File: src/rtl/dmem_copy_engine_if.sv
// Data-memory request/response bundle shared by a requester (master) and the memory (slave).
interface dmem_copy_engine_if;
    logic [31:0] addr;
    logic [31:0] write_data;
    logic        memread;
    logic        memwrite;
    logic [3:0]  sign_mask;
    logic [31:0] read_data;
    logic        clk_stall;

    modport master (
        output addr, write_data, memread, memwrite, sign_mask,
        input  read_data, clk_stall
    );

    modport slave (
        input  addr, write_data, memread, memwrite, sign_mask,
        output read_data, clk_stall
    );
endinterface

File: src/rtl/dmem_copy_engine.sv
// Word-granular memory-to-memory copy initiator: one read then one write per word,
// ascending addresses, registered single-cycle requests on the data-memory port.
module dmem_copy_engine #(
    parameter int         LEN_W          = 10,
    parameter logic [3:0] WORD_SIGN_MASK = 4'b0100
) (
    input  logic              clk,
    input  logic              reset,
    input  logic              start,
    input  logic [31:0]       src_addr,
    input  logic [31:0]       dst_addr,
    input  logic [LEN_W-1:0]  len,
    output logic              busy,
    output logic              done,
    output logic              err,
    output logic [LEN_W-1:0]  words_done,
    dmem_copy_engine_if.master mem
);

    typedef enum logic [2:0] {
        IDLE, RD_REQ, RD_WAIT, WR_REQ, WR_WAIT, FINISH
    } state_e;

    state_e           state_q, state_d;
    logic [31:0]      src_q, src_d;
    logic [31:0]      dst_q, dst_d;
    logic [31:0]      addr_q, addr_d;
    logic [31:0]      wdata_q, wdata_d;
    logic [LEN_W-1:0] len_q, len_d;
    logic [LEN_W-1:0] words_q, words_d;
    logic             first_q, first_d;
    logic             rd_q, rd_d;
    logic             wr_q, wr_d;
    logic             busy_q, busy_d;
    logic             done_q, done_d;
    logic             err_q, err_d;
    logic             misaligned;
    logic             stalled;

    assign misaligned = (src_addr[1:0] != 2'b00) || (dst_addr[1:0] != 2'b00);
    // The memory never answers in the cycle right after a request, so that cycle always waits.
    assign stalled    = first_q || mem.clk_stall;

    always_ff @(posedge clk) begin
        if (reset) begin
            state_q <= IDLE;
            src_q   <= '0;
            dst_q   <= '0;
            addr_q  <= '0;
            wdata_q <= '0;
            len_q   <= '0;
            words_q <= '0;
            first_q <= 1'b0;
            rd_q    <= 1'b0;
            wr_q    <= 1'b0;
            busy_q  <= 1'b0;
            done_q  <= 1'b0;
            err_q   <= 1'b0;
        end else begin
            state_q <= state_d;
            src_q   <= src_d;
            dst_q   <= dst_d;
            addr_q  <= addr_d;
            wdata_q <= wdata_d;
            len_q   <= len_d;
            words_q <= words_d;
            first_q <= first_d;
            rd_q    <= rd_d;
            wr_q    <= wr_d;
            busy_q  <= busy_d;
            done_q  <= done_d;
            err_q   <= err_d;
        end
    end

    always_comb begin
        state_d = state_q;
        src_d   = src_q;
        dst_d   = dst_q;
        len_d   = len_q;
        words_d = words_q;
        wdata_d = wdata_q;
        first_d = (state_q == RD_REQ) || (state_q == WR_REQ);
        case (state_q)
            IDLE: begin
                if (start && !misaligned) begin
                    words_d = '0;
                    if (len == '0) begin
                        state_d = FINISH;
                    end else begin
                        src_d   = src_addr;
                        dst_d   = dst_addr;
                        len_d   = len;
                        state_d = RD_REQ;
                    end
                end
            end
            RD_REQ:  state_d = RD_WAIT;
            RD_WAIT: begin
                if (!stalled) begin
                    wdata_d = mem.read_data;
                    state_d = WR_REQ;
                end
            end
            WR_REQ:  state_d = WR_WAIT;
            WR_WAIT: begin
                if (!stalled) begin
                    words_d = words_q + LEN_W'(1);
                    src_d   = src_q + 32'd4;
                    dst_d   = dst_q + 32'd4;
                    state_d = (words_q + LEN_W'(1) < len_q) ? RD_REQ : FINISH;
                end
            end
            FINISH:  state_d = IDLE;
            default: state_d = IDLE;
        endcase
    end

    // Outputs are decoded from the next state so every port comes straight from a flop.
    always_comb begin
        rd_d   = (state_d == RD_REQ);
        wr_d   = (state_d == WR_REQ);
        busy_d = (state_d == RD_REQ) || (state_d == RD_WAIT) ||
                 (state_d == WR_REQ) || (state_d == WR_WAIT);
        done_d = (state_d == FINISH);
        err_d  = (state_q == IDLE) && start && misaligned;
        addr_d = addr_q;
        if (rd_d) begin
            addr_d = src_d;
        end else if (wr_d) begin
            addr_d = dst_d;
        end
    end

    assign busy           = busy_q;
    assign done           = done_q;
    assign err            = err_q;
    assign words_done     = words_q;
    assign mem.addr       = addr_q;
    assign mem.write_data = wdata_q;
    assign mem.memread    = rd_q;
    assign mem.memwrite   = wr_q;
    assign mem.sign_mask  = WORD_SIGN_MASK;

endmodule

File: src/flat_wrapper.sv
// flat-port wrapper written by rule: the top's interface ports become plain ports
module dmem_copy_engine_flat 
#(
    parameter int         LEN_W          = 10,
    parameter logic [3:0] WORD_SIGN_MASK = 4'b0100
)
  (clk, reset, start, src_addr, dst_addr, len, busy, done, err, words_done, mem_addr, mem_write_data, mem_memread, mem_memwrite, mem_sign_mask, mem_read_data, mem_clk_stall);
  dmem_copy_engine_if mem_i ();
  input  logic clk;
  input  logic reset;
  input  logic start;
  input  logic [31:0] src_addr;
  input  logic [31:0] dst_addr;
  input  logic [LEN_W-1:0] len;
  output logic busy;
  output logic done;
  output logic err;
  output logic [LEN_W-1:0] words_done;
  output wire logic [$bits(mem_i.addr)-1:0] mem_addr;
  output wire logic [$bits(mem_i.write_data)-1:0] mem_write_data;
  output wire logic [$bits(mem_i.memread)-1:0] mem_memread;
  output wire logic [$bits(mem_i.memwrite)-1:0] mem_memwrite;
  output wire logic [$bits(mem_i.sign_mask)-1:0] mem_sign_mask;
  input wire logic [$bits(mem_i.read_data)-1:0] mem_read_data;
  input wire logic [$bits(mem_i.clk_stall)-1:0] mem_clk_stall;
  assign mem_addr = mem_i.addr;
  assign mem_write_data = mem_i.write_data;
  assign mem_memread = mem_i.memread;
  assign mem_memwrite = mem_i.memwrite;
  assign mem_sign_mask = mem_i.sign_mask;
  assign mem_i.read_data = mem_read_data;
  assign mem_i.clk_stall = mem_clk_stall;
  dmem_copy_engine #(.LEN_W(LEN_W), .WORD_SIGN_MASK(WORD_SIGN_MASK)) u_core (.clk(clk), .reset(reset), .start(start), .src_addr(src_addr), .dst_addr(dst_addr), .len(len), .busy(busy), .done(done), .err(err), .words_done(words_done), .mem(mem_i));
endmodule
File: config.mk
export PLATFORM = sky130hd
export DESIGN_NAME = dmem_copy_engine_flat
export DESIGN_NICKNAME = d
export VERILOG_FILES = /design/src/rtl/dmem_copy_engine_if.sv /design/src/rtl/dmem_copy_engine.sv /design/src/flat_wrapper.sv
export SDC_FILE = /design/constraint.sdc
export NUM_CORES = 1
export LEC_CHECK = 0
export CAP_MARGIN = 15
export CORE_ASPECT_RATIO = 1.1
export CORE_MARGIN = 2
export CORE_UTILIZATION = 51
export DETAILED_ROUTE_END_ITERATION = 16
export GPL_ROUTABILITY_DRIVEN = 0
export GPL_TIMING_DRIVEN = 0
export PLACE_DENSITY = 0.88
export SYNTH_ARGS = -nofsm -noshare
export SYNTH_HDL_FRONTEND = slang
export SYNTH_SLANG_ARGS = --single-unit
File: constraint.sdc
create_clock -name clk -period 4.3 [get_ports clk]
set_input_delay 0.43 -clock clk [delete_from_list [all_inputs] [get_ports clk]]
set_output_delay 0.43 -clock clk [all_outputs]
set_load 0.02 [all_outputs]
==> metrics.txt <==
Max clock buf depth 2; f_max 263 MHz; commonest non-fill, non-tap cells in the layout 187 x clkdlybuf4s50_1, 157 x dfxtp_1, 150 x nand2_1; Setup TNS 0 ps; largest net degree at the start of global routing 18; via count 9572; WP data arrival 4160 ps; Post-Syn Area 8210 sq um; final design utilization 69.5%; Worst-Margin Slew 1250 ps; Synth top area share 38.3%; GR Util All Layers 35.3%; Setup CP Type reg -> reg; Mean Syn Cell Area 7.91 sq um; Max FO, Critical Path 10; Setup crit start kind flop; Root Driver clkbuf_16; first-iteration detailed-routing DRC count 1588; DR pass1 iterations 6; Clk Latency, worst-skew pair 450 ps; Worst EP required 4670 ps; Post-synth EDFFs 0; layout cells sized above 1 6.51%; row cnt 48; combinational share of power 8.6%; CTS Hold Bufs 0; # fillers 1283; vias in the first global route 8895; Flop pwr share 44.8%; crit end category flop; Pint 2.43 mW; Net Sw Frac 26.6%; multi-input logic area 4660 sq um; Die Wd 125 microns; drt total wl 31100 microns; crit share post-route 88.3%; cell taking the most area after synthesis dfxtp_1; Seq/Total Area, Yosys 38.3%; initial antenna violation count 0; library cells used by synthesis 79; first-pass GRT wire length 47300 microns; Final ANT Viol Nets 0; effective utilization at floorplan 52.2%; total CTS buffers 17; PwrDens 303 nW/um^2; clock share of power 46.5%; Finish-stage setup viols 0; Synth area leaders dfxtp_1 38%, nand2_1 6.9%, a21oi_1 6.2%, nor2_1 4.0%, a31oi_1 2.6%; Area Growth Syn to Fin 33.1%; Max VDD drop 0.288 mV; Max Slew Vio Count 0; Yosys warnings 0; H-tree depth 4; static leakage 3.86 nW; fin crit period 3800 ps; leading cell type in the layout, fill and taps excluded clkdlybuf4s50_1; via/cell ratio 6.56; max-cap viol count 0; die area 17100 sq um; diode count 0; post-CTS setup buffers 0; I/O Buffers 187; Final HPWL DP 22600 microns; Die Span Y 137 microns; # resized after CTS 0; core area 15700 sq um; unrepaired setup endpoints after global routing false; Clock Sinks 157; P_sw 0.881 mW; #FFs+latches synth 157; wire per inst 21.3 microns; grt ovf 0; NumNets Final 1368; Rel. slew slack 15.7%; final hold vios 0; drt drc 0; post-synthesis cell count 1038; Hold WC Path Type reg -> reg; Reg clk slew, reported paths 70 ps; most used flip-flop cell after synthesis dfxtp_1; Register Area 3140 sq um; outcome complete, no violations; CTS tree yes; Post-synth ARST share 0%; Layout Skew 10.7 ps; I/O pins 193
final timing paths:
| kind | cells after the start | startpoint | slack [ps] | to |
|---|---|---|---|---|
| setup / recovery | 13 | u_core.words_done[0] | 500 | u_core.mem.addr[14] |
| hold / removal | 2 | u_core.mem.write_data[25] | 460 | u_core.mem.write_data[25] |
| setup reg to reg | 13 | u_core.words_done[0] | 500 | u_core.mem.addr[14] |
| hold reg to reg | 2 | u_core.mem.write_data[25] | 460 | u_core.mem.write_data[25] |
kinds of logic (layout without fill, tap and decap cells):
logic type	after synthesis	count (layout)	synth area share [%]
compound gates	317	317	26.2
xor+xnor	12	12	1.28
fa+ha+maj	12	12	1.83
buf+inv	96	315	5.01
flops	157	157	38.3
mux	10	10	1.25
other cells	2	4	0.0915
simple gates	432	432	26.0
routing by layer:
layer	part of all wire [%]	global-route usage, %
met4	7.2	25.1
met3	14	11.1
met5	0	0
met2	44	54.9
met1	36	41.5
flip-flops by register name, indices dropped and copies added, names as in the netlist, 3 cells and up:
signal	flops
u_core.words_done	10
u_core.mem.write_data	32
u_core.src_q	32
u_core.state_q	3
u_core.mem.addr	32
u_core.len_q	10
u_core.dst_q	32
cell usage after synthesis, drive strengths merged, types with 12 or more instances:
library cell,count
o21ai,46
a22oi,17
clkbuf,45
nand4,29
a31oi,34
nor2,89
and3,24
inv,26
nand3,25
and2,19
buf,25
nor3,25
nand2,150
o21a,16
a21oi,102
nor4,21
dfxtp,157
ha,12
power by group through the flow:
stage / logic [mW] / clock network, mW / registers (mW)
after detailed placement: 0.275 / 0 / 1.52
final: 0.286 / 1.54 / 1.48
after floorplan: 0.105 / 0 / 1.52
after CTS: 0.278 / 1.53 / 1.48
after global placement: 0.272 / 0 / 1.52
after global routing: 0.299 / 1.60 / 1.49
worst max-delay path: stages, from the launching register on:
cell and delay [ps]:
dfxtp_1 430, ha_1 260, and3_1 260, and3_1 250, nand3_1 110, xnor2_1 160, ha_1 300, nand4_1 160
a211o_1 300, o2111a_1 240, a211oi_2 610, buf_2 340, nand2_1 90, a31oi_1 170
cell type report:
class	instances	area share, %
Buffer	70	2.87
Timing Repair Buffer	187	17.1
Clock buffer	17	3.89
Sequential cell	157	28.8
Multi-Input combinational cell	787	42.7
Tap cell	200	2.29
Clock inverter	15	1.51
Inverter	26	0.893
stage by stage:
step	setup slack [ps]	instance area (sq um)	std cells	power, mW	hold slack [ps]
floorplan	1110	8220	1040	1.62	429
global placement	694	10300	1427	1.79	440
detailed placement	580	10300	1427	1.79	446
CTS	555	10900	1459	3.29	455
global route	264	10900	1459	3.38	473
finish	504	10900	1459	3.31	455
(Power assumes the default switching activity.)
